$ cat config.mk
export PLATFORM = sky130hd
export DESIGN_NAME = dmem_arbiter
export DESIGN_NICKNAME = d
export VERILOG_FILES = /design/src/rtl/dmem_arbiter_pkg.sv /design/src/rtl/dmem_arbiter_sat_counter.sv /design/src/rtl/dmem_arbiter.sv
export SDC_FILE = /design/constraint.sdc
export NUM_CORES = 1
export LEC_CHECK = 0
export CORE_MARGIN = 3
export CORE_UTILIZATION = 43
export CTS_BUF_LIST = sky130_fd_sc_hd__clkbuf_8
export CTS_CLUSTER_DIAMETER = 100
export DETAILED_ROUTE_END_ITERATION = 7
export PLACE_DENSITY_LB_ADDON = 0.25
export SLEW_MARGIN = 20
export SYNTH_ARGS = -nofsm -noshare
export SYNTH_HDL_FRONTEND = slang
export SYNTH_SLANG_ARGS = --single-unit
$ cat constraint.sdc
create_clock -name clk -period 6.7 [get_ports clk]
set_clock_uncertainty 0.15 [all_clocks]
set_input_delay 1.34 -clock clk [delete_from_list [all_inputs] [get_ports clk]]
set_output_delay 1.34 -clock clk [all_outputs]
set_load 0.03 [all_outputs]
$ cat src/rtl/dmem_arbiter_pkg.sv
// Shared types and constants for the data-memory arbiter.
package Pipe_Buf_Reg_PKG;

  // Debug-port transaction phases.
  typedef enum logic [1:0] {
    IDLE = 2'd0,
    WAIT = 2'd1,
    ACK  = 2'd2
  } arb_state_e;

  // Debug accesses are always full-word.
  localparam logic [2:0] FUNC3_WORD = 3'b010;

endpackage

$ cat src/rtl/dmem_arbiter_sat_counter.sv
// Saturating up-counter: counts enabled cycles and holds at all-ones.
module sat_counter #(
  parameter int unsigned Width = 16
) (
  input  logic             clk,
  input  logic             reset,
  input  logic             en_i,
  output logic [Width-1:0] count_o
);

  logic [Width-1:0] count_q;

  // Count enabled cycles, stop at the maximum value.
  always_ff @(posedge clk) begin
    if (reset) begin
      count_q <= '0;
    end else if (en_i && (count_q != '1)) begin
      count_q <= count_q + Width'(1);
    end
  end

  assign count_o = count_q;

endmodule

$ cat src/rtl/dmem_arbiter.sv
// Shares one data-memory port between the MEM stage and a debug port. The CPU has
// priority; a pending debug access is forced through after STARVE_MAX waits,
// stalling the pipeline for that single cycle.
module dmem_arbiter
  import Pipe_Buf_Reg_PKG::*;
#(
  parameter int unsigned DATA_W     = 32,
  parameter int unsigned DM_ADDRESS = 9,
  parameter int unsigned STARVE_MAX = 8,
  parameter int unsigned CNT_W      = 4
) (
  input  logic                  clk,
  input  logic                  reset,
  input  logic                  cpu_rd,
  input  logic                  cpu_wr,
  input  logic [DM_ADDRESS-1:0] cpu_addr,
  input  logic [DATA_W-1:0]     cpu_wdata,
  input  logic [2:0]            cpu_func3,
  output logic [DATA_W-1:0]     cpu_rdata,
  output logic                  cpu_stall,
  input  logic                  dbg_req,
  input  logic                  dbg_we,
  input  logic [DM_ADDRESS-1:0] dbg_addr,
  input  logic [DATA_W-1:0]     dbg_wdata,
  output logic                  dbg_ack,
  output logic [DATA_W-1:0]     dbg_rdata,
  output logic                  mem_rd,
  output logic                  mem_wr,
  output logic [DM_ADDRESS-1:0] mem_addr,
  output logic [DATA_W-1:0]     mem_wdata,
  output logic [2:0]            mem_func3,
  input  logic [DATA_W-1:0]     mem_rdata,
  output logic [15:0]           stall_count
);

  localparam logic [CNT_W-1:0] StarveMax = CNT_W'(STARVE_MAX);

  arb_state_e            state_q;
  logic [CNT_W-1:0]      wait_cnt_q;
  logic                  hold_we_q;
  logic [DM_ADDRESS-1:0] hold_addr_q;
  logic [DATA_W-1:0]     hold_wdata_q;
  logic [DATA_W-1:0]     dbg_rdata_q;

  logic cpu_req;
  logic dbg_grant;

  // Debug transaction FSM, holding registers and captured read data.
  always_ff @(posedge clk) begin
    if (reset) begin
      state_q      <= IDLE;
      wait_cnt_q   <= '0;
      hold_we_q    <= 1'b0;
      hold_addr_q  <= '0;
      hold_wdata_q <= '0;
      dbg_rdata_q  <= '0;
    end else begin
      unique case (state_q)
        IDLE: begin
          if (dbg_req) begin
            hold_we_q    <= dbg_we;
            hold_addr_q  <= dbg_addr;
            hold_wdata_q <= dbg_wdata;
            wait_cnt_q   <= '0;
            state_q      <= WAIT;
          end
        end
        WAIT: begin
          if (dbg_grant) begin
            if (!hold_we_q) dbg_rdata_q <= mem_rdata;
            state_q <= ACK;
          end else if (wait_cnt_q != StarveMax) begin
            wait_cnt_q <= wait_cnt_q + CNT_W'(1);
          end
        end
        ACK:     state_q <= IDLE;
        default: state_q <= IDLE;
      endcase
    end
  end

  // Memory-port mux: CPU pass-through unless the debug port holds the grant.
  // Reset suppresses every memory enable and the ack so an aborted
  // transaction leaves no trace.
  always_comb begin
    cpu_req   = cpu_rd | cpu_wr;
    dbg_grant = (state_q == WAIT) && !reset && (!cpu_req || (wait_cnt_q == StarveMax));
    mem_rd    = cpu_rd & ~reset;
    mem_wr    = cpu_wr & ~reset;
    mem_addr  = cpu_addr;
    mem_wdata = cpu_wdata;
    mem_func3 = cpu_func3;
    cpu_rdata = mem_rdata;
    cpu_stall = 1'b0;
    if (dbg_grant) begin
      mem_rd    = ~hold_we_q;
      mem_wr    = hold_we_q;
      mem_addr  = hold_addr_q;
      mem_wdata = hold_wdata_q;
      mem_func3 = FUNC3_WORD;
      cpu_rdata = '0;
      cpu_stall = cpu_req;
    end
    dbg_ack   = (state_q == ACK) && !reset;
    dbg_rdata = dbg_rdata_q;
  end

  sat_counter #(
    .Width (16)
  ) u_stall_cnt (
    .clk     (clk),
    .reset   (reset),
    .en_i    (cpu_stall),
    .count_o (stall_count)
  );

endmodule
==> out/metrics.cfg, run 1 <==
[setup_path]
worstSetupStartpointType=input pin
critPathMaxStageDelay_ns=0.61
end_kind=output port
critPathMaxFanout=26
reg2regPathDepth=7
crit_arrival_ns=3.98
cp_cell_sequence=clkdlybuf4s50_1 > nor2_1 > o21ai_4 > clkinv_1 > buf_4 > nand2_1 > nand2_1 > clkdlybuf4s50_1
critPathKind=input pin to output port
cp_slowest_cell=clkdlybuf4s50_1
crit_required_ns=5.21

[floorplanning]
design.core.area_um2=10320
die-area_um2=11930
initial_core_util=0.4437
rows=37
io-pin-count=251
die_h_um=109.2
die_w_um=109.2

[logic_synthesis]
syn-num-nets=772
syn_area_per_cell_um2=7.091
synth_cell_types=41
synth_ff_type=dfxtp_1
yosysWarnings=0
synth_area_leader_cell=dfxtp_1
synthCells=646
async_flop_share=0
ys_seq_area_frac=0.4196
ys_seq_elements=96
netlist_area_um2=4581
synth_edf_count=0
synth_top_area_frac=0.4196
synth_area_leaders=dfxtp_1, nand2_1, a21oi_1

[power_and_ir_drop]
internal_power_uw=947.8
ir_worst_vdd_uv=150.9
pwr-share-clk=0.322
leakage_nw=2.816
switching_share=0.2826
p_sw_uw=373.4
power.share.sequential=0.457
p_per_area_nw_per_um2=179.8
p_comb_frac=0.221

[route]
drc=0
dr_wl_met3_mm=1.049
first_pass_iters=4
drt_iter0_markers=282
dr.max_layer_used=met4
via_per_inst=5.122
avgRoutedWirePerCell_um=14.66
detail-route-antenna-nets=0
routed_wirelength_mm=14.79
wl_met1_mm=5.436
num_vias=5168
route.met2.wl_mm=7.968

[sta]
fin_ws_ns=1.232
hold_viol=0
fin_crit_ns=5.468
maxSlewHeadroom=0.2975
worstMarginPinSlew_ns=1.054
report.final.slew_viol_count=0
rsz0062_at_grt=false
fin_crit_sh=0.8161
tns_ns=0
setup_viol=0
timing.fmax_ghz=0.1829

[clocking]
cts_htree_levels=3
cts_resized=0
numCtsBuffers=9
clock_sinks=96
cts_hold_buf=0
insertion_delay_ns=0.36
cts_tree=built
cts_setup_buffers=0
clk_pin_slew_worst_paths_ns=0.10
clock-root-buffer=clkbuf_8
clk_path_buf_depth=2

[job]
drv_cap=0

[global_route]
grt_max_degree=112
overflow=0
grt.total_usage=0.2430
grt_pass1_wl_mm=23.21
first_global_vias=4942
antenna_found_initial=0

[status]
status=completed

[cells_and_area]
fillCellCount=837
final_common_cell=nand2_1
multi_input_area_um2=2464
drive_above_1_share=0.04467
fin_util=0.7118
final_area_um2=7348
seqCellArea_um2=1922
diodes=0
final_cells=1009
nNetsFinal=994
mostFrequentLayoutCells=nand2_1, clkdlybuf4s50_1, dfxtp_1, a21oi_1, o21ai_0
syn2layout_area_growth_pct=60.42

[place]
place_ws_ns=1.235
gp_congestion=0.8065
dpl-instance-area_um2=7123
place_inst=993
dp_hpwl_mm=10.94
numPortBuffers=250

[min_path]
min_path_type=flop to flop
whs_path_depth=2

worst max-delay path: cells and delay by family:
| kind | cells | cell delay (ns) |
|---|---|---|
| AND/OR/NAND/NOR | 3 | 0.25 |
| AO/OA/AOI/OAI | 1 | 0.16 |
| buffers and inverters | 4 | 2.22 |
state kept, by name, summed over array words and instances (netlist names):
name and flops:
dbg_rdata 32, hold_wdata_q 32, u_stall_cnt.count_o 16, hold_addr_q 9, wait_cnt_q 4, state_q 2
hold_we_q 1
worst paths after layout:
path / from / slack (ns) / endpoint
setup / recovery: cpu_wr / 1.23 / mem_wdata[7]
hold / removal: hold_wdata_q[18] / 0.31 / hold_wdata_q[18]
setup reg to reg: wait_cnt_q[0] / 4.22 / dbg_rdata[11]
hold reg to reg: hold_wdata_q[18] / 0.31 / hold_wdata_q[18]
kinds of logic after synthesis:
logic type / Yosys count / share of synthesized area
multiplexers: 11 / 0.02650
AND/OR/NAND/NOR: 350 / 0.3450
adder cells (fa/ha/maj): 3 / 0.008195
AO/OA/AOI/OAI: 135 / 0.1554
buffers and inverters: 51 / 0.04534
flip-flops: 96 / 0.4196
stage by stage:
step                hold WS [ns]  total power, mW
finish                    0.3095            1.321
global route              0.3305            1.381
CTS                       0.3106            1.334
detailed placement        0.2969           0.9098
global placement          0.2921           0.9037
floorplan                 0.2866           0.7553
power by group through the flow:
stage / logic, mW / clock network [mW] / registers [mW]
2_1_floorplan: 0.139 / 0 / 0.617
3_3_place_gp: 0.287 / 0 / 0.616
3_5_place_dp: 0.293 / 0 / 0.617
4_1_cts: 0.294 / 0.435 / 0.604
5_1_grt: 0.313 / 0.460 / 0.607
6_report: 0.292 / 0.425 / 0.604
final cells by class:
cell class,instances,share of cell area
clock inverters,7,0.01379
repair buffers,256,0.3463
clock buffers,9,0.01686
flip-flops and latches,96,0.2615
inverters,6,0.003065
multi-input cells,499,0.3353
well taps,136,0.02316
Yosys cell counts, types with 2 or more instances:
| library cell | n |
|---|---|
| buf_1 | 5 |
| o21ai_0 | 37 |
| a211oi_1 | 3 |
| clkbuf_1 | 32 |
| dfxtp_1 | 96 |
| and4_1 | 3 |
| and3_1 | 2 |
| nor4_1 | 4 |
| a21oi_1 | 85 |
| nor4b_1 | 2 |
| and2_1 | 35 |
| mux2i_1 | 2 |
| nor3b_1 | 2 |
| mux2_2 | 9 |
| nor2_1 | 11 |
| nand4_1 | 5 |
| or3_1 | 4 |
| nor3_1 | 2 |
| buf_2 | 6 |
| inv_1 | 5 |
| ha_1 | 3 |
| nand2_1 | 251 |
| or4_1 | 4 |
| nor2b_1 | 11 |
| o31ai_1 | 5 |
| nand3_1 | 7 |
layer usage:
layer	vias up	GRT usage
met5	-	0
met4	0	0.08281
met3	29	0.07282
met2	165	0.4461
met1	2408	0.2647
li1	2566	-
No activity file was read; power rests on OpenSTA's default activity.
==> run 2, diff against run 1 <==
--- a/config.mk
+++ b/config.mk
@@ -6,7 +6,7 @@
 export NUM_CORES = 1
 export LEC_CHECK = 0
 export CORE_MARGIN = 3
-export CORE_UTILIZATION = 43
+export CORE_UTILIZATION = 40
 export CTS_BUF_LIST = sky130_fd_sc_hd__clkbuf_8
 export CTS_CLUSTER_DIAMETER = 100
 export DETAILED_ROUTE_END_ITERATION = 7
==> constraint.sdc (replaced) <==
create_clock -name clk -period 5.3 [get_ports clk]
set_clock_uncertainty 0.15 [all_clocks]
set_input_delay 1.06 -clock clk [delete_from_list [all_inputs] [get_ports clk]]
set_output_delay 1.06 -clock clk [all_outputs]
set_load 0.03 [all_outputs]
==> run 2 against run 1 <==
Compared with the run above: flip-flop and latch count is the same; setup slack got worse by 0.50 ns; non-clock buffer count grew 2; hold slack got worse by 0.0017 ns; via count decreased by 0.27%.
==> out/metrics.cfg, run 2 (synthesis results as in run 1) <==
[route]
avgRoutedWirePerCell_um=14.49  ; -1.1%
routed_wirelength_mm=14.71  ; -0.55%
num_vias=5154  ; -0.27%
drc=0  ; unchanged
first_pass_iters=4  ; unchanged
via_per_inst=5.078  ; -0.86%
drt_iter0_markers=334  ; +18%
detail-route-antenna-nets=0  ; unchanged

[global_route]
grt_pass1_wl_mm=23.40  ; +0.80%
antenna_found_initial=0  ; unchanged
overflow=0  ; unchanged
first_global_vias=4989  ; +0.95%
grt.total_usage=0.2209  ; -0.02213
grt_max_degree=73  ; -35%

[floorplanning]
io-pin-count=251  ; unchanged
initial_core_util=0.4153  ; -0.02844
die-area_um2=12770  ; +7.1%
rows=38  ; +2.7%
die_w_um=113.0  ; +3.5%
die_h_um=113.0  ; +3.5%
design.core.area_um2=11030  ; +6.8%

[power_and_ir_drop]
ir_worst_vdd_uv=154.1  ; +2.1%
p_per_area_nw_per_um2=213.0  ; +18%
leakage_nw=2.819  ; +0.13%
total_power_mw=1.555  ; +18%

[setup_path]
crit_start=cpu_wr
cp_cell_sequence=clkdlybuf4s50_1 > nor2_1 > o21ai_4 > buf_4 > and2_1 > clkdlybuf4s50_1
critPathMaxFanout=72  ; +180%
critPathMaxStageDelay_ns=0.68  ; +0.07 ns
crit_required_ns=4.09  ; -1.12 ns
r2r-end=u_stall_cnt.count_o[12]
cp_slowest_cell=clkdlybuf4s50_1
crit_arrival_ns=3.36  ; -0.62 ns
rr_startpoint=wait_cnt_q[0]
crit_top_cell=clkdlybuf4s50_1
reg2regPathDepth=6  ; -1
worstSetupStartpointType=input pin
end_kind=output port
critPathKind=input pin to output port
crit_family=buffers and inverters
rrSetupSlack_ns=2.86  ; -1.36 ns
cp_num_buf_inv=3  ; -1

[clocking]
clock-root-buffer=clkbuf_8
cts_tree=built
cts_hold_buf=0  ; unchanged
clock_sinks=96  ; unchanged
numCtsBuffers=9  ; unchanged
cts_htree_levels=3  ; unchanged
clk_path_buf_depth=2  ; unchanged
clk_pin_slew_worst_paths_ns=0.08  ; -0.02 ns
cts_resized=0  ; unchanged
cts_setup_buffers=0  ; unchanged
insertion_delay_ns=0.35  ; about the same

[job]
drv_cap=0  ; unchanged

[status]
status=completed

[sta]
worstMarginPinSlew_ns=0.8560  ; -0.1977 ns
whs_ns=0.3079  ; -0.001660 ns
hold_viol=0  ; unchanged
fin_crit_sh=0.8621
rsz0062_at_grt=false
fin_ws_ns=0.7310  ; -0.5012 ns
tns_ns=0  ; unchanged
maxSlewHeadroom=0.4280  ; +0.1304
fin_crit_ns=4.569
report.final.slew_viol_count=0  ; unchanged
timing.fmax_ghz=0.2189
setup_viol=0  ; unchanged

[cells_and_area]
nNetsFinal=996  ; +0.20%
final_common_cell=nand2_1
drive_above_1_share=0.04800  ; +0.003326
mostFrequentLayoutCells=nand2_1, clkdlybuf4s50_1, dfxtp_1, a21oi_1, o21ai_0
diodes=0  ; unchanged
syn2layout_area_growth_pct=59.38

[min_path]
min_from=hold_wdata_q[7]
whs_path_depth=2  ; unchanged
hold_end=hold_wdata_q[7]
min_path_type=flop to flop

[place]
gp_congestion=0.8790  ; +9.0%
dp_hpwl_mm=10.85  ; -0.76%
numPortBuffers=250  ; unchanged
place_ws_ns=0.7625  ; -0.4726 ns

==> run 2: worst max path at each step <==
stage | endpoint | slack, ns | cells past startpoint
6_report | cpu_rdata[29] | 0.73 | 6
5_1_grt | mem_addr[5] | 0.59 | 7
3_3_place_gp | cpu_rdata[10] | 0.83 | 6
4_1_cts | cpu_rdata[29] | 0.75 | 6
3_5_place_dp | cpu_rdata[10] | 0.76 | 6
2_1_floorplan | mem_wr | 1.52 | 6
==> run 2: power breakdown <==
part,internal (mW),total (mW),switching [mW]
logic,0.182,0.372,0.191
clock network,0.177,0.424,0.247
registers,0.746,0.759,0.0134
==> run 2: routing by layer <==
metal | wire, µm | GRT usage | share of wire | up-vias
met5 | 0 | 0 | 0 | -
met1 | 5716 | 0.2453 | 0.39 | 2369
met3 | 1110 | 0.06952 | 0.075 | 33
met2 | 7483 | 0.3938 | 0.51 | 178
met4 | 395 | 0.08333 | 0.027 | 0
li1 | - | - | - | 2574
==> run 2: layout make-up <==
type                       instances  area, µm²
clock buffer                      10      137.6
clock inverter                     6      27.53
fill                             926       3730
inverter                           6      22.52
multi-input combinational        499       2464
sequential                        96       1922
tap                              140      175.2
timing repair buffer             258       2552
==> run 2: worst register-to-register path: stages, from the launching register on <==
cell	delay, ns
dfxtp_1	0.35
inv_1	0.07
ha_1	0.17
and3b_1	0.36
nand4_1	0.47
or4_1	0.65
a21oi_1	0.16
==> run 2: metrics by stage <==
stage / cell area, µm² / cells / util
floorplan: 4581 / 646 / -
global placement: 7136 / 999 / 0.6469
detailed placement: 7136 / 999 / 0.6469
CTS: 7301 / 1015 / 0.6619
global route: 7301 / 1015 / 0.6619
finish: 7301 / 1015 / 0.6619
==> run 3, diff against run 2 <==
--- a/config.mk
+++ b/config.mk
@@ -10,8 +10,10 @@
 export CTS_BUF_LIST = sky130_fd_sc_hd__clkbuf_8
 export CTS_CLUSTER_DIAMETER = 100
 export DETAILED_ROUTE_END_ITERATION = 7
+export HOLD_SLACK_MARGIN = 0.1
 export PLACE_DENSITY_LB_ADDON = 0.25
 export SLEW_MARGIN = 20
 export SYNTH_ARGS = -nofsm -noshare
 export SYNTH_HDL_FRONTEND = slang
+export SYNTH_HIERARCHICAL = 1
 export SYNTH_SLANG_ARGS = --single-unit
==> run 3 against run 2 <==
Compared with the run above: synthesized cell count fell by 14%; clock-buffer cell count decreased by 1; final cell count fell by 8.5%; highest routed layer unchanged; first-iteration DRC count increased by 4.5%; critical endpoint is now mem_wdata[11]; global-route usage rose by 0.29 points.
==> out/metrics.cfg, run 3 <==
[cells_and_area]
fillCellCount=952  ; +2.8%
syn2layout_area_growth_pct=59.32  ; about the same
drive_above_1_share=0.09252  ; +0.04452
diodes=0  ; unchanged
multi_input_area_um2=2417  ; -1.9%
final_area_um2=7282  ; -0.26%
nNetsFinal=911  ; -8.5%
final_common_cell=clkdlybuf4s50_1
mostFrequentLayoutCells=clkdlybuf4s50_1, nand2_1, dfxtp_1, a21oi_1, mux2_2
seqCellArea_um2=1922  ; unchanged

[sta]
worstMarginPinSlew_ns=1.004  ; +0.1483 ns
fin_ws_ns=0.5724  ; -0.1587 ns
hold_viol=0  ; unchanged
fin_crit_sh=0.8920  ; +0.02994
report.final.slew_viol_count=0  ; unchanged
maxSlewHeadroom=0.3305  ; -0.09748
setup_viol=0  ; unchanged
rsz0062_at_grt=false
timing.fmax_ghz=0.2115  ; -3.4%
tns_ns=0  ; unchanged
whs_ns=0.3098  ; +0.001988 ns
fin_crit_ns=4.728  ; +0.1587 ns

[power_and_ir_drop]
ir_worst_vdd_uv=133.1  ; -14%
leakage_nw=2.586  ; -8.3%
p_per_area_nw_per_um2=212.2  ; -0.40%
total_power_mw=1.545  ; -0.65%

[clocking]
cts_hold_buf=0  ; unchanged
numCtsBuffers=9  ; unchanged
cts_htree_levels=3  ; unchanged
clk_pin_slew_worst_paths_ns=0.08  ; about the same
cts_setup_buffers=0  ; unchanged
cts_resized=0  ; unchanged
cts_tree=built
clock-root-buffer=clkbuf_8
clock_sinks=96  ; unchanged
insertion_delay_ns=0.35  ; about the same
clk_path_buf_depth=2  ; unchanged

[place]
place_ws_ns=0.5829  ; -0.1797 ns
gp_congestion=0.8424  ; -4.2%
dp_hpwl_mm=10.93  ; +0.70%
numPortBuffers=250  ; unchanged
dpl-instance-area_um2=7128  ; -0.11%

[floorplanning]
initial_core_util=0.4162  ; +0.0008864
rows=38  ; unchanged
die-area_um2=12750  ; -0.20%
die_w_um=112.9  ; -0.10%
die_h_um=112.9  ; -0.10%
io-pin-count=251  ; unchanged
design.core.area_um2=10980  ; -0.43%

[logic_synthesis]
synth_top_area_frac=0.4205  ; +0.0009188
yosysWarnings=6  ; +6
synthCells=555  ; -14%
syn_area_per_cell_um2=8.235  ; +16%
netlist_area_um2=4571  ; -0.22%
synth_ff_type=dfxtp_1
async_flop_share=0  ; unchanged
synth_area_leader_cell=dfxtp_1
ys_seq_area_frac=0.4205  ; +0.0009188
syn-num-nets=681  ; -12%
synth_area_leaders=dfxtp_1, mux2_2, nand2_1
ys_seq_elements=96  ; unchanged
synth_cell_types=49  ; +20%
yosysMostFrequentCell=nand2_1
synth_edf_count=0  ; unchanged
yosys-top-cells-count=nand2_1, dfxtp_1, a21oi_1

[setup_path]
critPathMaxFanout=39  ; -46%
crit_family=buffers and inverters
crit_required_ns=4.09  ; about the same
cp_cell_sequence=clkdlybuf4s50_1 > nor2_1 > o21ai_4 > buf_4 > mux2_2 > clkdlybuf4s50_1
crit_arrival_ns=3.52  ; +0.16 ns
cp_num_buf_inv=3  ; unchanged
critPathMaxStageDelay_ns=0.60  ; -0.08 ns
critPathKind=input pin to output port
cp_slowest_cell=clkdlybuf4s50_1
worstSetupStartpointType=input pin
crit_top_cell=clkdlybuf4s50_1
end_kind=output port

[global_route]
overflow=0  ; unchanged
grt_max_degree=97  ; +33%
antenna_found_initial=0  ; unchanged
first_global_vias=4728  ; -5.2%
grt_pass1_wl_mm=23.53  ; +0.56%
grt.total_usage=0.2238  ; +0.002917

[route]
num_vias=4829  ; -6.3%
first_pass_iters=5  ; +1
avgRoutedWirePerCell_um=15.83  ; +9.2%
routed_wirelength_mm=14.70  ; about the same
detail-route-antenna-nets=0  ; unchanged
via_per_inst=5.198  ; +2.4%
drt_iter0_markers=349  ; +4.5%
drc=0  ; unchanged

[job]
drv_cap=0  ; unchanged

[min_path]
min_path_type=flop to flop

[status]
status=completed

## run 3: cell types whose count changed in the layout (fill, tap and decap cells not counted), sizes merged, moves of 3 or more
cell / delta
nand2: -127
o21a: +3
nor4b: -3
inv: +4
nor2b: -9
mux2: +33
clkdlybuf4s50: +3
or4: +4
## run 3: worst paths after layout
kind	from	to	slack, ns	cells after the start
setup reg to reg	state_q[0]	u_stall_cnt/count_o[11]	2.26	8
hold / removal	hold_wdata_q[31]	hold_wdata_q[31]	0.31	2
setup / recovery	cpu_wr	mem_wdata[11]	0.57	6
hold reg to reg	hold_wdata_q[31]	hold_wdata_q[31]	0.31	2
## run 3: per-stage QoR
stage | util | std cells
2_1_floorplan | - | 555
3_3_place_gp | 0.6490 | 914
3_5_place_dp | 0.6490 | 914
4_1_cts | 0.6630 | 929
5_1_grt | 0.6630 | 929
6_report | 0.6630 | 929
## run 3: kinds of logic (layout without fill, tap and decap cells)
family                   Yosys count  in the layout  synth area share
buffers and inverters             49            283           0.05229
adder cells (fa/ha/maj)            3              3          0.008213
AO/OA/AOI/OAI                    144            144            0.1730
flip-flops                        96             96            0.4205
multiplexers                      43             43            0.1057
XOR/XNOR                           2              2          0.003833
AND/OR/NAND/NOR                  218            218            0.2365
## run 3: layout make-up
class | count | share of cell area
repair buffers | 259 | 0.3543
well taps | 140 | 0.02405
clock buffers | 9 | 0.01701
clock inverters | 6 | 0.004124
flip-flops and latches | 96 | 0.2639
multi-input cells | 410 | 0.3320
inverters | 9 | 0.004639
## run 3: report_power, final
part / leakage [nW] / internal (mW) / switching [mW]
logic: 1.72 / 0.193 / 0.189
clock network: 0.0872 / 0.163 / 0.240
registers: 0.781 / 0.746 / 0.0147
## run 3: worst register-to-register path: cells and delay by family (launching register included)
family	cells	cell delay [ns]
simple gates	4	1.30
buf+inv	2	0.44
mux	1	0.37
compound gates	1	0.25
flops	1	0.41
## run 3: per-layer routing
layer / part of all wire / GRT usage / vias up / wire length, µm
li1: - / - / 2370 / -
met5: 0 / 0 / - / 0
met4: 0.013 / 0.07051 / 0 / 197
met3: 0.090 / 0.06364 / 18 / 1328
met2: 0.51 / 0.3989 / 206 / 7516
met1: 0.38 / 0.2586 / 2235 / 5661
